## src/rtl/caminho_dados_param.sv

```systemverilog
`default_nettype none
// ---------------------------------------------------------------------------
// caminho_dados_param : parameterised CPU datapath (ALU, register file, PC/IR,
// MAR/MDR/WDR) with a three-state memory handshake FSM.   Rev 1.0
// ---------------------------------------------------------------------------
module caminho_dados_param #(
  parameter int WIDTH = 8,
  parameter int NREGS = 4,
  localparam int RSEL = $clog2(NREGS)
) (
  input  logic             clock,
  input  logic             reset,
  input  logic [1:0]       bus1_sel,
  input  logic [1:0]       bus2_sel,
  input  logic [3:0]       alu_sel,
  input  logic [RSEL-1:0]  src_a,
  input  logic [RSEL-1:0]  src_b,
  input  logic [RSEL-1:0]  dst,
  input  logic             ld_pc,
  input  logic             pc_inc,
  input  logic             ld_ir,
  input  logic             ld_mar,
  input  logic             ld_reg,
  input  logic             ld_flags,
  input  logic             mem_rd,
  input  logic             mem_wr,
  input  logic             mem_ack,
  input  logic [WIDTH-1:0] dado_mem,
  output logic [WIDTH-1:0] endereco_mem,
  output logic [WIDTH-1:0] dado_para_mem,
  output logic             mem_req,
  output logic             mem_we,
  output logic             busy,
  output logic [WIDTH-1:0] ir_out,
  output logic [3:0]       flags_out
);

  localparam int MSB = WIDTH - 1;

  typedef enum logic [1:0] {
    S_IDLE = 2'd0,
    S_RD   = 2'd1,
    S_WR   = 2'd2
  } state_t;

  state_t r_state, w_state_nxt;

  logic [WIDTH-1:0] r_pc, r_ir, r_mar, r_mdr, r_wdr;
  logic [WIDTH-1:0] r_regs [NREGS];
  logic [3:0]       r_flags;

  logic [WIDTH-1:0] w_a, w_b, w_bus1, w_bus2, w_pc_plus1, w_alu;
  logic [WIDTH:0]   w_ext;
  logic [WIDTH:0]   w_one;
  logic             w_c, w_v, w_busy;
  logic [3:0]       w_flags;

  assign w_a        = r_regs[src_a];
  assign w_b        = r_regs[src_b];
  assign w_pc_plus1 = r_pc + {{(WIDTH-1){1'b0}}, 1'b1};
  assign w_one      = {{WIDTH{1'b0}}, 1'b1};

  always_comb begin
    w_bus1 = r_pc;
    case (bus1_sel)
      2'd0:    w_bus1 = r_pc;
      2'd1:    w_bus1 = w_a;
      2'd2:    w_bus1 = w_b;
      default: w_bus1 = r_mdr;
    endcase
  end

  always_comb begin
    w_bus2 = w_alu;
    case (bus2_sel)
      2'd0:    w_bus2 = w_alu;
      2'd1:    w_bus2 = w_bus1;
      2'd2:    w_bus2 = r_mdr;
      default: w_bus2 = w_pc_plus1;
    endcase
  end

  // Carry/borrow come from the extra top bit of a WIDTH+1 bit computation.
  always_comb begin
    w_alu = w_a;
    w_ext = '0;
    w_c   = 1'b0;
    w_v   = 1'b0;
    case (alu_sel)
      4'd0: begin
        w_ext = {1'b0, w_a} + {1'b0, w_b};
        w_alu = w_ext[MSB:0];
        w_c   = w_ext[WIDTH];
        w_v   = (w_a[MSB] == w_b[MSB]) && (w_alu[MSB] != w_a[MSB]);
      end
      4'd1: begin
        w_ext = {1'b0, w_a} - {1'b0, w_b};
        w_alu = w_ext[MSB:0];
        w_c   = w_ext[WIDTH];
        w_v   = (w_a[MSB] != w_b[MSB]) && (w_alu[MSB] != w_a[MSB]);
      end
      4'd2: w_alu = w_a & w_b;
      4'd3: w_alu = w_a | w_b;
      4'd4: w_alu = w_a ^ w_b;
      4'd5: w_alu = ~w_a;
      4'd6: begin
        w_alu = {w_a[MSB-1:0], 1'b0};
        w_c   = w_a[MSB];
      end
      4'd7: begin
        w_alu = {1'b0, w_a[MSB:1]};
        w_c   = w_a[0];
      end
      4'd8: begin
        w_ext = {1'b0, w_a} + w_one;
        w_alu = w_ext[MSB:0];
        w_c   = w_ext[WIDTH];
        w_v   = !w_a[MSB] && w_alu[MSB];
      end
      4'd9: begin
        w_ext = {1'b0, w_a} - w_one;
        w_alu = w_ext[MSB:0];
        w_c   = w_ext[WIDTH];
        w_v   = w_a[MSB] && !w_alu[MSB];
      end
      default: w_alu = w_a;
    endcase
  end

  assign w_flags = {w_v, w_c, w_alu[MSB], (w_alu == '0)};

  assign w_busy = (r_state != S_IDLE);

  always_ff @(posedge clock or negedge reset) begin
    if (!reset) begin
      r_state <= S_IDLE;
    end else begin
      r_state <= w_state_nxt;
    end
  end

  // Write wins over read when both strobes arrive together.
  always_comb begin
    w_state_nxt = r_state;
    case (r_state)
      S_IDLE: begin
        if (mem_wr) begin
          w_state_nxt = S_WR;
        end else if (mem_rd) begin
          w_state_nxt = S_RD;
        end
      end
      S_RD:    if (mem_ack) w_state_nxt = S_IDLE;
      S_WR:    if (mem_ack) w_state_nxt = S_IDLE;
      default: w_state_nxt = S_IDLE;
    endcase
  end

  always_ff @(posedge clock or negedge reset) begin
    if (!reset) begin
      r_pc    <= '0;
      r_ir    <= '0;
      r_mar   <= '0;
      r_mdr   <= '0;
      r_wdr   <= '0;
      r_flags <= '0;
      for (int i = 0; i < NREGS; i++) begin
        r_regs[i] <= '0;
      end
    end else begin
      if (ld_pc) begin
        r_pc <= w_bus2;
      end else if (pc_inc) begin
        r_pc <= w_pc_plus1;
      end
      if (ld_ir) r_ir <= w_bus2;
      if (ld_mar && !w_busy) r_mar <= w_bus2;
      if (ld_reg) r_regs[dst] <= w_bus2;
      if (ld_flags) r_flags <= w_flags;
      if ((r_state == S_IDLE) && mem_wr) r_wdr <= w_bus1;
      if ((r_state == S_RD) && mem_ack) r_mdr <= dado_mem;
    end
  end

  assign endereco_mem  = r_mar;
  assign dado_para_mem = r_wdr;
  assign mem_req       = w_busy;
  assign mem_we        = (r_state == S_WR);
  assign busy          = w_busy;
  assign ir_out        = r_ir;
  assign flags_out     = r_flags;

endmodule
`default_nettype wire

```

## config.mk

```make
export PLATFORM = sky130hd
export DESIGN_NAME = caminho_dados_param
export DESIGN_NICKNAME = d
export VERILOG_FILES = /design/src/rtl/caminho_dados_param.sv
export SDC_FILE = /design/constraint.sdc
export NUM_CORES = 1
export LEC_CHECK = 0
export BUFFER_PORTS_ARGS = -buffer_cell sky130_fd_sc_hd__buf_2
export CAP_MARGIN = 5
export CORE_UTILIZATION = 54
export DETAILED_ROUTE_END_ITERATION = 8
export GPL_TIMING_DRIVEN = 0
export PLACE_DENSITY = 0.82
export SLEW_MARGIN = 20
export SYNTH_ARGS = -nofsm -noshare
export SYNTH_HDL_FRONTEND = slang
export SYNTH_SLANG_ARGS = --single-unit
export TNS_END_PERCENT = 5
```

## constraint.sdc

```tcl
create_clock -name clock -period 3.47 [get_ports clock]
set_input_delay 0.694 -clock clock [delete_from_list [all_inputs] [get_ports clock]]
set_output_delay 0.694 -clock clock [all_outputs]
set_load 0.005 [all_outputs]
```

==> flow_summary.ini, run 1 <==
[outcome]
status = complete, but fails checks
violations = negative setup slack

[route]
routed_wl_mm = 18.6
drt-initial-drc-count = 474
vias = 5711
wl_per_cell_um = 21.2
drt-pass1-iter-count = 6
viasPerCell = 6.50
final_antenna_net_count = 0
post-route-drc-count = 0

[floorplanning]
die_x_um = 107
coreArea_mm2 = 0.0108
rows = 38
start_util_pct = 55.3
dieArea_mm2 = 0.0115
die_h_um = 107
ios = 64

[timing]
maxSlewHeadroom_pct = 36.7
whs_ns = 0.211
max_freq_mhz = 277
finClkSkew_ns = 0.00809
final.min_clock_period_ns = 3.61
setup_ws_ns = -0.143
worst_pin_slew_ns = 0.943
period_share_pct = 104
hold_viol = 0
maxSlewViolCount = 0
rsz0062_at_grt = true
setup_viol = 28

[cts]
numCtsBuffers = 9
cts_buffer_depth = 2
clockRootBuffer = clkbuf_8
cts_num_sinks = 78
cts_tree = done
path_clk_slew_ns = 0.08
clk_latency_ns = 0.35
htree_levels = 3

[worst_setup_path]
crit_slowest_cell = mux4_2
crit_path_start_kind = input pin
crit_path_end_kind = flip-flop
cp.arrival_ns = 3.84
path_max_fanout = 8
worstPathCellList = buf_12 -> mux4_2 -> buf_8 -> ha_4 -> fa_2 -> and3_4 -> o211a_1 -> a311oi_2 -> o221ai_2 -> o41ai_2 -> a21oi_2 -> a21oi_4 -> o21ai_0
required_ns = 3.70
critPathMaxStageDelay_ns = 0.51
criticalPathCategory = in -> reg

[logic_synthesis]
yosysMostFrequentCell = dfrtp_1
ys_seq_area_share_pct = 32.7
mappedNetlistArea_mm2 = 0.00597
synth.avg_cell_area_um2 = 9.31
syn-num-nets = 710
synth_top_cell_area_share_pct = 32.7
synthArstFlopShare_pct = 100
synth_top_flop_cell = dfrtp_1
synth_cells = 641
synth_common_cells = dfrtp_1 (78), nand2_1 (73), o21ai_0 (54)
synthTopCellsByArea = dfrtp_1 (33%), mux4_2 (7.9%), ha_1 (7.1%)
ys_seq_elements = 78
yosysTopAreaCell = dfrtp_1
ys_types = 69
synth_enable_flop_cells = 0
yosys_warnings = 0

[final_layout]
nNetsFinal = 803
area_growth_pct = 21.6
post-route-util_pct = 67.2
stdcell_area_mm2 = 0.00725
stdcell_count = 878
n_fill_cell = 809
final-seq-area_mm2 = 0.00195
multi_input_area_mm2 = 0.00396
drive_gt1_share_pct = 30.2
diodes = 0

[pwr]
ir_worst_vdd_uv = 521
pwr-share-seq_pct = 27.0
p_sw_share_pct = 43.1
p_clk_share_pct = 12.5
power_frac_comb_pct = 60.5
p_sw_w = 0.00243
power.density_mw_per_mm2 = 776
intPower_w = 0.00320
leakage_nw = 3.18

[global_routing]
grt_antenna_before_repair = 0
gr-total-overflow = 0
globalRouteTotalUtil_pct = 33.9
grt_pass1_wl_mm = 29.3
grt_max_degree = 60
grt_pass1_vias = 5612

[placed_design]
dpl.hpwl_mm = 13.2
io_buffer_count = 54
place.gp.congestion = 0.997
place_inst = 836
dp_worst_setup_slack_ns = -1.18
placed_cell_area_mm2 = 0.00656

[job]
drv_cap = 0

[worst_hold_path]
hp-class = in -> async
[metal layers]
metal | GRT usage (%) | vias to the layer above | part of all wire, %
li1 | - | 2517 | -
met3 | 8.27 | 96 | 8.4
met4 | 19.6 | 0 | 6.0
met1 | 40.9 | 2796 | 38
met5 | 0 | - | 0
met2 | 55.3 | 302 | 47
[through the flow]
step                setup TNS (ns)  total power (W)
floorplan                    -6.62          0.00347
CTS                          -2.10          0.00540
global placement            -43.82          0.00420
detailed placement          -46.82          0.00434
global route                 -5.92          0.00596
finish                       -2.50          0.00563
[critical path: cells and delay by family]
family / cells / cell delay (ns)
compound gates: 7 / 1.67
simple gates: 1 / 0.17
mux: 1 / 0.51
fa+ha+maj: 2 / 0.52
buf+inv: 2 / 0.27
[area by class of cell]
cell class | instances | share of cell area [%]
multi-input cells | 483 | 54.6
flip-flops and latches | 78 | 26.9
repair buffers | 86 | 7.57
plain buffers | 40 | 3.67
well taps | 140 | 2.42
clock buffers | 12 | 2.28
inverters | 36 | 2.00
clock inverters | 3 | 0.587
[power by group through the flow]
stage,logic [W],registers [W],clock network (W)
4_1_cts,0.00318,0.00151,0.000709
5_1_grt,0.00366,0.00156,0.000748
6_report,0.00340,0.00152,0.000704
3_5_place_dp,0.00281,0.00153,0
3_3_place_gp,0.00272,0.00149,0
2_1_floorplan,0.00202,0.00146,0
[path summary, 6_finish.rpt]
kind	startpoint	slack (ns)	end	cells past startpoint
worst max-delay path	src_a[0]	-0.14	r_regs[4]	13
worst min-delay path	reset	0.21	r_mdr[1]	1
worst max register to register	r_regs[0]	-0.06	r_regs[4]	12
worst min register to register	dado_para_mem[0]	0.49	dado_para_mem[0]	2
max in group asynchronous	reset	2.70	ir_out[1]	2
min in group clock	dado_para_mem[0]	0.49	dado_para_mem[0]	2
[flip-flops by register name, indices dropped and copies added, names as in the netlist]
name and cells:
r_regs 32, dado_para_mem 8, endereco_mem 8, ir_out 8, r_mdr 8, r_pc 8, flags_out 4, r_state 2
[cell usage in the layout (no fill, tap or decap), drive strengths merged, types with 9 or more instances in the layout]
master / Yosys / layout
a21oi: 38 / 38
buf: 16 / 102
clkbuf: 28 / 36
dfrtp: 78 / 78
ha: 34 / 34
inv: 36 / 36
mux2: 24 / 24
mux2i: 15 / 15
mux4: 25 / 25
nand2: 73 / 73
nand2b: 10 / 10
nand3: 15 / 15
nor2: 39 / 39
nor2b: 9 / 9
nor3: 14 / 14
o21ai: 55 / 55
xnor2: 19 / 19
[repair_timing]
item,4_1_cts,5_1_grt
setup endpoints to repair,52,52
hold endpoints to repair,0,0
buffers inserted,18,13
gates resized for setup,46,21
pin swaps,16,11
hold buffers,0,0
gates cloned,0,0
[cell families after synthesis]
kind of cell	count (synthesis)	share of synthesized area [%]
buf+inv	80	5.60
flops	78	32.7
fa+ha+maj	36	7.80
xor+xnor	22	3.23
simple gates	197	16.3
mux	64	16.9
compound gates	164	17.5
No activity file was read; power rests on OpenSTA's default activity.
==> run 2: changes to the inputs <==
ABC_AREA = 1   (was unset)
==> flow_summary.ini, run 2 <==
[global_routing]
busiest_layer = met2
grt_pass1_wl_mm = 27.7
globalRouteTotalUtil_pct = 30.6
use_met2_pct = 50.3
grtUsageMet1_pct = 40.4
grt_pass1_vias = 5621
grt_antenna_before_repair = 0
met3_usage_pct = 5.24
gr-total-overflow = 0
grt_max_degree = 55

[timing]
tns_ns = 0
finClkSkew_ns = 0.0115
setup_viol = 0
period_share_pct = 96.9
rsz0062_at_grt = true
max_freq_mhz = 297
maxSlewViolCount = 0
final.min_clock_period_ns = 3.36
maxSlewHeadroom_pct = 37.7
worst_pin_slew_ns = 0.927
hold_viol = 0

[logic_synthesis]
synth_enable_flop_cells = 0
synthTopCellsByArea = dfrtp_1 (32%), nand2_1 (22%), ha_1 (7.0%)
yosysMostFrequentCell = nand2_1
mappedNetlistArea_mm2 = 0.00607
synth_common_cells = nand2_1 (362), inv_1 (86), dfrtp_1 (78)
synth.avg_cell_area_um2 = 6.65
synth_top_family_by_area = simple AND/OR/NAND/NOR gates
synth_cells = 913
ys_seq_area_share_pct = 32.1
synthArstFlopShare_pct = 100
yosys_warnings = 0
syn-num-nets = 982
yosys.area_share.adder_pct = 7.67
yosysTopAreaCell = dfrtp_1
ys_seq_elements = 78
synth_top_cell_area_share_pct = 32.1
synthMuxAreaShare_pct = 1.30
synth-compound-area-share_pct = 9.93
synth_xor_area_share_pct = 0.865
ys_types = 45
yosys.area_share.simple_pct = 40.2
synth_top_flop_cell = dfrtp_1

[pwr]
leakage_nw = 3.62
p_sw_w = 0.00169
intPower_w = 0.00210
pwr-share-seq_pct = 38.2
power.density_mw_per_mm2 = 560
power_frac_comb_pct = 47.2
ir_worst_vdd_uv = 385
p_sw_share_pct = 44.6
p_clk_share_pct = 14.6
p_total_w = 0.00380

[final_layout]
nNetsFinal = 1054
diodes = 0
mostFrequentLayoutCell = nand2_1
n_fill_cell = 1062
stdcell_area_mm2 = 0.00678
drive_gt1_share_pct = 14.0
area_growth_pct = 11.6
final_cell_mix = nand2_1 (360), inv_1 (85), dfrtp_1 (78), nand3_1 (77), nor2_1 (72)
post-route-util_pct = 62.3
largest_register_ffs = 32
max_flop_register = r_regs

[worst_setup_path]
crit_path_end_kind = flip-flop
required_ns = 3.71
cp.arrival_ns = 3.60
criticalPathCategory = in -> reg
crit_path_start_kind = input pin
path_max_fanout = 9

[route]
post-route-drc-count = 0
final_antenna_net_count = 0
vias = 6212
drt-initial-drc-count = 685
drt-pass1-iter-count = 7
routed_wl_mm = 17.0
viasPerCell = 5.51
wl_per_cell_um = 15.1

[cts]
cts_num_sinks = 78
cts_hold_buf = 0
numCtsBuffers = 9
cts_tree = done
path_clk_slew_ns = 0.07
htree_levels = 3
clk_latency_ns = 0.36
clockRootBuffer = clkbuf_8
cts_buffer_depth = 2

[placed_design]
place.gp.congestion = 0.987
dpl.hpwl_mm = 12.9
io_buffer_count = 58
placed_cell_area_mm2 = 0.00657

[outcome]
status = complete, no violations

[floorplanning]
coreArea_mm2 = 0.0109
dieArea_mm2 = 0.0117
ios = 64
die_h_um = 108
die_x_um = 108
start_util_pct = 55.8
rows = 38

[worst_hold_path]
hp-class = in -> async

[job]
drv_cap = 0
-- run 2: changes by cell type after synthesis, sizes merged, moves of 23 or more --
cell    previous run  this run
inv               36        93
nand2             73       371
nor2              39        78
nand3             15        86
mux4              25         0
clkbuf            28         5
-- run 2: worst max-delay path: stages --
cell	delay, ns
buf_2	0.22
clkinvlp_4	0.18
a21oi_1	0.14
o21ai_0	0.10
nand2_1	0.12
inv_1	0.12
ha_1	0.27
fa_2	0.40
or2_2	0.31
nand3_1	0.08
nand2_1	0.05
nor2_1	0.11
nand3_1	0.10
nor2_1	0.09
nor2_1	0.09
nand2_1	0.12
o2111ai_4	0.22
nand2_1	0.12
nand3_1	0.07
-- run 2: power by group through the flow --
stage               Clock [W]  Combinational (W)  Sequential (W)
CTS                  0.000566            0.00175         0.00144
detailed placement          0            0.00175         0.00144
finish               0.000555            0.00179         0.00145
global placement            0            0.00170         0.00144
global route         0.000592            0.00203         0.00148
floorplan                   0            0.00122         0.00140
-- run 2: timing repair --
action                                  in CTS  in global routing
pin swaps                                    0                  0
gates resized for setup                      1                  9
buffers inserted                             0                  3
endpoints found under the setup margin       7                 38
-- run 2: cell families (layout without fill, tap and decap cells) --
| family | after synthesis | count (layout) |
|---|---|---|
| and+or+nand+nor | 571 | 571 |
| xor gates and xnor gates | 6 | 6 |
| adders and majority gates | 36 | 36 |
| DFF | 78 | 78 |
| buffers and inverters | 114 | 188 |
| muxes | 7 | 7 |
| AOI/OAI and AO/OA | 101 | 101 |
-- run 2: through the flow --
step,cells,worst slack (ns),hold slack [ns]
6_report,1127,0.107,0.239
5_1_grt,1127,-0.0444,0.264
4_1_cts,1124,0.0413,0.238
3_5_place_dp,1112,-0.401,0.460
3_3_place_gp,1111,-0.318,0.459
2_1_floorplan,913,0.290,0.398
-- run 2: area by class of cell --
class,count,area (um2),share of cell area [%]
repair buffers,62,343,5.06
plain buffers,17,108,1.59
clock buffers,11,131,1.94
clock inverters,2,12.5,0.185
flip-flops and latches,78,1950,28.8
inverters,96,372,5.48
multi-input cells,721,3690,54.4
well taps,140,175,2.58
-- run 2: path summary, 6_finish.rpt --
check | from | endpoint | slack (ns) | cells past startpoint
min | reset | ir_out[4] | 0.24 | 1
min in group clock | dado_para_mem[4] | dado_para_mem[4] | 0.48 | 2
max reg2reg | r_regs[0] | r_pc[2] | 0.41 | 17
max in group asynchronous | reset | dado_para_mem[0] | 2.66 | 2
min reg2reg | dado_para_mem[4] | dado_para_mem[4] | 0.48 | 2
max | src_b[1] | r_pc[2] | 0.11 | 19
-- run 2: per-layer routing --
layer | vias to the layer above | share of wire, %
li1 | 3094 | -
met4 | 0 | 3.2
met1 | 2832 | 44
met3 | 41 | 6.8
met5 | - | 0
met2 | 245 | 46
==> run 3: changes to the inputs <==
ABC_AREA = unset   (was 1)
SKIP_CTS_REPAIR_TIMING = 1   (was unset)
==> flow_summary.ini, run 3 (synthesis gave the netlist of run 1 again) <==
[global_routing]
gr-total-overflow = 0
met3_usage_pct = 6.20
grt_max_degree = 60
globalRouteTotalUtil_pct = 32.7
grt_pass1_vias = 5472
busiest_layer = met2
grt_antenna_before_repair = 0
grt_pass1_wl_mm = 28.3
use_met2_pct = 54.7
grtUsageMet1_pct = 40.8

[pwr]
power.density_mw_per_mm2 = 770
ir_worst_vdd_uv = 526
leakage_nw = 3.09

[cts]
clk_latency_ns = 0.36
numCtsBuffers = 9
clockRootBuffer = clkbuf_8
cts_buffer_depth = 2
cts_num_sinks = 78
path_clk_slew_ns = 0.08
htree_levels = 3
cts_tree = done

[worst_setup_path]
r2r_cells = 12
crit_path_start = src_a[0]
required_ns = 3.70
cp.arrival_ns = 3.96
criticalPathCategory = in -> reg
crit_path_start_kind = input pin
reg2reg_from = r_regs[0]
path_max_fanout = 8
crit_path_end_kind = flip-flop

[route]
viasPerCell = 6.42
drt-initial-drc-count = 535
final_antenna_net_count = 0
routed_wl_mm = 18.1
drt-pass1-iter-count = 7
post-route-drc-count = 0
vias = 5554
wl_per_cell_um = 20.9

[final_layout]
final_cell_mix = dfrtp_1 (78), nand2_1 (73), buf_2 (58), o21ai_0 (46), nor2_1 (38)
area_growth_pct = 18.9
largest_register_ffs = 32
max_flop_register = r_regs
drive_gt1_share_pct = 28.1
diodes = 0
stdcell_area_mm2 = 0.00709
nNetsFinal = 790
mostFrequentLayoutCell = dfrtp_1

[placed_design]
dpl.hpwl_mm = 13.2
place.gp.congestion = 0.997
dp_worst_setup_slack_ns = -1.18
placed_cell_area_mm2 = 0.00656
io_buffer_count = 54

[outcome]
status = complete, but fails checks
violations = negative setup slack

[timing]
max_freq_mhz = 268
period_share_pct = 108
hold_viol = 0
worst_pin_slew_ns = 1.02
rsz0062_at_grt = true
maxSlewViolCount = 0
maxSlewHeadroom_pct = 31.4
final.min_clock_period_ns = 3.73
setup_viol = 24
finClkSkew_ns = 0.00840
setup_ws_ns = -0.263

[floorplanning]
dieArea_mm2 = 0.0115
coreArea_mm2 = 0.0108
rows = 38
die_h_um = 107
start_util_pct = 55.3
ios = 64
die_x_um = 107

[job]
drv_cap = 0

[worst_hold_path]
hp-class = in -> async
run 3: changes by cell type in the layout (fill, tap and decap cells not counted), moves of 15 or more:
cell / before / now
nand2_1: 360 / 73
nor2_1: 72 / 38
nand3_1: 77 / 14
mux2_2: 7 / 22
mux4_2: 0 / 24
mux2i_1: 0 / 15
inv_1: 85 / 31
xnor2_1: 2 / 19
run 3: final timing paths:
| kind | to | slack [ns] |
|---|---|---|
| max | endereco_mem[4] | -0.26 |
| min | r_mdr[1] | 0.21 |
| max reg2reg | endereco_mem[4] | -0.18 |
| min reg2reg | endereco_mem[1] | 0.49 |
| max in group asynchronous | r_regs[28] | 2.70 |
| min in group clock | endereco_mem[1] | 0.49 |
run 3: area by class of cell:
class	count	area [um2]
buffer	40	260
clock buffer	12	165
clock inverter	3	42.5
fill	821	3700
inverter	36	141
multi-input combinational	483	3920
sequential	78	1950
tap	140	175
timing repair buffer	73	433
run 3: where the power goes:
group | switching [W] | internal, W | leakage, nW
Combinational | 0.00176 | 0.00147 | 2.02
Sequential | 0.000273 | 0.00125 | 0.964
Clock | 0.000325 | 0.000386 | 0.104
run 3: critical path: stages:
cell	delay (ns)
buf_12	0.11
mux4_2	0.53
buf_12	0.16
ha_4	0.17
fa_2	0.40
and3_4	0.17
o211a_1	0.22
a311oi_2	0.34
o221ai_2	0.18
o41ai_2	0.38
a21oi_2	0.15
a21oi_4	0.30
o21ai_0	0.15
run 3: metal layers:
| metal | wire length (um) | vias up | share of wire (%) |
|---|---|---|---|
| li1 | - | 2494 | - |
| met1 | 7180 | 2698 | 40 |
| met2 | 8800 | 296 | 49 |
| met3 | 1390 | 66 | 7.7 |
| met4 | 728 | 0 | 4.0 |
| met5 | 0 | - | 0 |
run 3: metrics by stage:
| stage | std cells | hold WS (ns) | total power [W] | utilization, % | setup TNS [ns] |
|---|---|---|---|---|---|
| after global routing | 865 | 0.218 | 0.00580 | 65.7 | -8.85 |
| after global placement | 835 | 0.462 | 0.00420 | 60.5 | -43.82 |
| after detailed placement | 836 | 0.470 | 0.00434 | 60.8 | -46.82 |
| after floorplan | 641 | 0.398 | 0.00347 | - | -6.62 |
| after CTS | 851 | 0.209 | 0.00506 | 62.7 | -27.06 |
| final | 865 | 0.206 | 0.00546 | 65.7 | -4.15 |
